==> src/rtl/counter_pkg.sv <==
//--------------------------------------------------------------------------
//  Module      : counter_pkg
//  Description : Shared types, constants and packing helper for the counter
//                example design.
//  Revision    : 1.0 - initial release
//--------------------------------------------------------------------------
`default_nettype none

package counter_pkg;

    localparam int COUNT_WIDTH = 8;

    typedef logic [COUNT_WIDTH-1:0] count_t;

    // Overflow is the MSB of the packed result.
    typedef struct packed {
        logic   overflow;
        count_t count;
    } counter_out_t;

    function automatic counter_out_t pack_out(input count_t count, input logic overflow);
        counter_out_t r;
        r.overflow = overflow;
        r.count    = count;
        return r;
    endfunction

endpackage : counter_pkg

`default_nettype wire

==> src/rtl/counter_core.sv <==
//--------------------------------------------------------------------------
//  Module      : counter_core
//  Description : Enabled up-counter with wrap-around and one-cycle overflow
//                pulse; count and overflow are both registered.
//  Revision    : 1.0 - initial release
//--------------------------------------------------------------------------
`default_nettype none

module counter_core #(
    parameter int WIDTH = 8
) (
    input  logic             clk,
    input  logic             rst,
    input  logic             i_enable,
    output logic [WIDTH-1:0] o_count,
    output logic             o_overflow
);

    logic [WIDTH-1:0] r_count;
    logic             r_overflow;
    logic [WIDTH-1:0] w_count_inc;
    logic             w_at_max;

    // Increment stays in WIDTH bits; the carry is recovered from the all-ones compare.
    assign w_count_inc = r_count + {{(WIDTH-1){1'b0}}, 1'b1};
    assign w_at_max    = (r_count == {WIDTH{1'b1}});

    always_ff @(posedge clk) begin
        if (rst) begin
            r_count    <= '0;
            r_overflow <= 1'b0;
        end else if (i_enable) begin
            r_count    <= w_count_inc;
            r_overflow <= w_at_max;
        end else begin
            r_overflow <= 1'b0;
        end
    end

    assign o_count    = r_count;
    assign o_overflow = r_overflow;

endmodule : counter_core

`default_nettype wire

==> src/rtl/counter_top.sv <==
//--------------------------------------------------------------------------
//  Module      : counter_top
//  Description : Top-level wrapper: counter core with {overflow, count}
//                packed onto a single registered output bus.
//  Revision    : 1.0 - initial release
//--------------------------------------------------------------------------
`default_nettype none

module counter_top
    import counter_pkg::*;
#(
    parameter int WIDTH = 8
) (
    input  logic           clk,
    input  logic           rst,
    input  logic           enable,
    output logic [WIDTH:0] output__
);

    logic [WIDTH-1:0] w_count;
    logic             w_overflow;

    counter_core #(
        .WIDTH (WIDTH)
    ) u_core (
        .clk        (clk),
        .rst        (rst),
        .i_enable   (enable),
        .o_count    (w_count),
        .o_overflow (w_overflow)
    );

    // The package struct only fits the default width; other widths pack directly.
    generate
        if (WIDTH == COUNT_WIDTH) begin : g_pkg_pack
            counter_out_t w_packed;
            assign w_packed = pack_out(w_count, w_overflow);
            assign output__ = w_packed;
        end else begin : g_generic_pack
            assign output__ = {w_overflow, w_count};
        end
    endgenerate

endmodule : counter_top

`default_nettype wire

==> config.mk <==
export PLATFORM = sky130hd
export DESIGN_NAME = counter_top
export DESIGN_NICKNAME = d
export VERILOG_FILES = /design/src/rtl/counter_pkg.sv /design/src/rtl/counter_core.sv /design/src/rtl/counter_top.sv
export SDC_FILE = /design/constraint.sdc
export NUM_CORES = 1
export LEC_CHECK = 0
export CORE_AREA = 5 5 42 44
export CTS_BUF_LIST = sky130_fd_sc_hd__clkbuf_16
export DETAILED_ROUTE_END_ITERATION = 8
export DIE_AREA = 0 0 47 49
export PLACE_DENSITY = 0.65
export SLEW_MARGIN = 20
export SYNTH_ARGS = -nofsm -noshare
export SYNTH_HDL_FRONTEND = slang
export SYNTH_SLANG_ARGS = --single-unit
==> constraint.sdc <==
create_clock -name clk -period 1.8 [get_ports clk]
set_clock_uncertainty 0.2 [all_clocks]
set_input_delay 0.18 -clock clk [delete_from_list [all_inputs] [get_ports clk]]
set_output_delay 0.18 -clock clk [all_outputs]
set_load 0.01 [all_outputs]
# [Yosys cells after proc, flatten, opt, wreduce, memory -nomap -nowiden]
# Index checks and enable logic that the tools add are counted.
[word_totals] regBits=9 inputBits=3 wordCells=6
[classes] bitwise=1 eq_ne=1 n_reduce_logical=1 addsub=1
[op_table] cell="8-bit by 1-bit adder with 8-bit output, second input constant" n=1
[op_table] cell="8-bit equality test, second input constant" n=1
[op_table] cell="2-bit OR reduction" n=1
[op_table] cell="1-bit NOT" n=1

# [Longest topological paths before layout]
[depth] depth_word=2 mapped_depth=4 ltp_nobuf=4

# [Cells and area by module]
# A second synthesis with hierarchy kept.
[unflattened] hier_cells=41 area_unflattened_um2=384.1
[modules_own_cells] module="counter_core" area_per_inst_um2=376.6 n_inst=1 cells_each=40
[modules_own_cells] module="counter_top" area_per_inst_um2=7.5 n_inst=1 cells_each=1

# [Least setup slack after synthesis]
# No wires, ideal clock.
[synth_timing] kind="register to register" startpoint="register u_core.r_count[0] (netlist: u_core.o_count[0])" endpoint="register u_core.r_count[6] (netlist: u_core.o_count[6])" setup_slack_ps=374 synth_period_minus_slack_ps=1426 t_arrival_ps=1156 stages_incl_launch_ff=5 cell_sequence="dfxtp_1 > ha_1 > nand3_1 > or3_1 > a21oi_1"
[synth_between] elab_chain_cells=1
[synth_rtl] element="from (decl)" line_no="counter_core.sv:19" text="logic [WIDTH-1:0] r_count;"
[synth_rtl] element="from (signal assigned)" line_no="counter_core.sv:33" text="r_count <= w_count_inc;"
[synth_rtl] element="8-bit by 1-bit adder with 8-bit output" line_no="counter_core.sv:25" text="assign w_count_inc = r_count + {{(WIDTH-1){1'b0}}, 1'b1};"
# Every way passes these cells.
# A chain may end at the register's enable or synchronous reset.

# [Worst setup path in the final report]
[layout_timing] startpoint="register u_core.r_count[3] (netlist: u_core.o_count[3])" endpoint="output port output__[3]"
[layout_lines] element="to (decl)" line_no="counter_top.sv:17" text="output logic [WIDTH:0] output__"
# No word-level cell between the ends.

==> results.py <==
metrics = {
    "clock_network": {
        "htree_levels": 1,
        "insertion_delay_ns": 0.24,
        "cts_sinks": 9,
        "clk_pin_slew_ns": 0.04,
        "cts_buffer_depth": 2,
        "post-cts-setup-buffer-count": 0,
        "cts_tree": "yes",
        "cts-buffers-inserted": 3,
        "cts_root_buffer": "clkbuf_16",
        "cts_resized": 0,
        "cts.hold.buffers_added": 0,
    },
    "synthesis": {
        "synth_top_area_frac": 0.480,
        "synth_fa_ha_area_frac": 0.0333,
        "synth_edf_count": 0,
        "synth_top_family_by_area": "simple AND/OR/NAND/NOR gates",
        "synth_warnings": 0,
        "ys.flop_type": "dfxtp_1",
        "yosys.area.top_type": "dfxtp_1",
        "synth_cell_type_count": 16,
        "syn_avg_cell_area_um2": 9.38,
        "muxShareOfSynthArea": 0.0267,
        "synthArstFlopShare": 0,
        "synthXorXnorAreaFrac": 0.0933,
        "synth-seq-area-share": 0.480,
        "synth-simple-area-share": 0.237,
        "ys_top_cells_by_area": "dfxtp_1 (48%), xor2_1 (7.0%), nor2_1 (5.0%)",
        "synth.most_common_cell": "dfxtp_1",
        "synth-compound-area-share": 0.0800,
        "ys_ff_latch": 9,
        "syn_nets": 44,
        "synth_area_um2": 375,
        "synth_common_cells": "dfxtp_1 (9), nor2_1 (5)",
        "netlist_instances": 40,
    },
    "worst_setup_path": {
        "startpoint_type": "register",
        "crit_path_end": "output__[3]",
        "endpoint_kind": "primary output",
        "startpoint": "u_core.o_count[3]",
        "cp_data_arrival_time_ns": 1.24,
        "cp_max_fo": 6,
        "r2r_start": "u_core.o_count[0]",
        "crit_chain": "clkdlybuf4s50_1",
        "cpPeakStageDelay_ns": 0.58,
        "reg2reg_depth": 4,
        "crit_family": "buffers and inverters",
        "reg2reg_slack_ns": 0.32,
        "regToRegEndpoint": "u_core.o_count[6]",
        "cp_num_cells": 1,
        "slowest_stage": "clkdlybuf4s50_1",
        "cp_data_required_time_ns": 1.42,
        "critPathBufInv": 1,
        "critPathKind": "reg2out",
    },
    "min_path": {
        "min_path_type": "reg2reg",
    },
    "die": {
        "row_count": 14,
        "start_util": 0.268,
        "ios": 12,
        "die_area_um2": 2300,
        "fp.coreArea_um2": 1400,
        "die-height_um": 49,
        "die_x_um": 47,
    },
    "place": {
        "place_area_um2": 502,
        "gp_congestion": 0.650,
        "dp.cells": 66,
        "portBuffers": 11,
    },
    "timing": {
        "rsz0062_at_grt": "no",
        "slew_headroom": 0.830,
        "hold_viol_final": 0,
        "fin_setup_tns_ns": 0,
        "setup_viol": 0,
        "worst_slew_pin_slew_ns": 0.251,
        "fin_crit_ns": 1.62,
        "slew_violations": 0,
        "maxClockFrequency_mhz": 617,
        "finalCritPeriodShare": 0.900,
    },
    "grt": {
        "grt_overflow_total": 0,
        "grt_pass1_vias": 334,
        "grt_pass1_wl_um": 1300,
        "antenna_found_initial": 0,
        "track_usage": 0.0826,
        "grt_max_degree": 7,
    },
    "detailed_routing": {
        "drc": 0,
        "wl_per_cell_um": 11.2,
        "routed_wirelength_um": 782,
        "vias": 341,
        "viasPerCell": 4.87,
        "ant_nets": 0,
        "dr.first_iter.drc_count": 1,
        "firstDrtPassIters": 2,
    },
    "finish": {
        "design_area_um2": 581,
        "drive_gt1_frac": 0.111,
        "fillers": 149,
        "finalNonFillerCells": 70,
        "diodes": 0,
        "area_delta_synth_final_pct": 54.7,
        "nNetsFinal": 59,
    },
    "power": {
        "ir_drop_mv": 0.529,
        "p_leak_nw": 0.224,
        "p_per_area_nw_per_um2": 1090,
    },
    "status": {
        "status": "finished, final reports clean",
    },
    "flow_run": {
        "cap_viol_max_count": 0,
    },
}
## metal layers
metal  vias up  global-route usage  part of all wire
met5         -                   0                 0
met1       158              0.0996              0.43
li1        168                   -                 -
met4         0              0.0691             0.029
met3         2              0.0517              0.11
met2        13              0.0973              0.43
## cells in the final DEF (no fill, tap or decap), drive strengths merged
cell,n
nor2,5
mux2i,1
o21ai,3
nor4b,1
xnor2,1
buf,2
nand4,3
a21oi,3
inv,1
clkbuf,3
ha,1
dfxtp,9
xor2,3
nand3,2
or3,3
clkdlybuf4s50,11
nand2,2
## report_power, final
part / switching (W) / internal (W) / total [W]
logic: 0.0000142 / 0.0000208 / 0.0000350
registers: 0.00000639 / 0.000205 / 0.000212
clock network: 0.0000972 / 0.000290 / 0.000387
total: 0.000118 / 0.000516 / 0.000634
## logic make-up after synthesis
kind of cell | count (synthesis)
AND/OR/NAND/NOR | 16
flip-flops | 9
AO/OA/AOI/OAI | 6
XOR/XNOR | 4
buffers and inverters | 3
multiplexers | 1
adder cells (fa/ha/maj) | 1
## state kept, by name, summed over array words and instances, names as in the netlist
register           flops
u_core.o_overflow      1
u_core.o_count         8
## how the worst min path moves through the flow
stage | to | from | slack, ns | cells past startpoint
after floorplan | u_core.o_count[0] | enable | 0.26 | 3
after global placement | u_core.o_count[6] | u_core.o_count[6] | 0.28 | 2
after detailed placement | u_core.o_count[6] | u_core.o_count[6] | 0.30 | 2
after CTS | u_core.o_count[6] | u_core.o_count[6] | 0.30 | 2
after global routing | u_core.o_overflow | u_core.o_count[7] | 0.33 | 1
final | u_core.o_count[6] | u_core.o_count[6] | 0.30 | 2
## worst min-delay path, stage by stage, from the launching register on
cell and delay [ns]:
dfxtp_1 0.32, o21ai_0 0.08, a21oi_1 0.06
## metrics by stage
step	setup slack, ns	total power (W)	utilization	hold WS, ns
2_1_floorplan	0.374	0.000232	-	0.265
3_3_place_gp	0.179	0.000250	0.358	0.284
3_5_place_dp	0.160	0.000251	0.358	0.298
4_1_cts	0.166	0.000642	0.414	0.305
5_1_grt	0.134	0.000656	0.414	0.335
6_report	0.180	0.000634	0.414	0.305
## area by class of cell
type                       instances  area (um^2)  area share
sequential                         9          180       0.310
multi-input combinational         28          176       0.304
timing repair buffer              13          125       0.216
clock buffer                       3         75.1       0.129
tap                               16         20.0      0.0345
clock inverter                     1         3.75     0.00647
(Power assumes the default switching activity.)
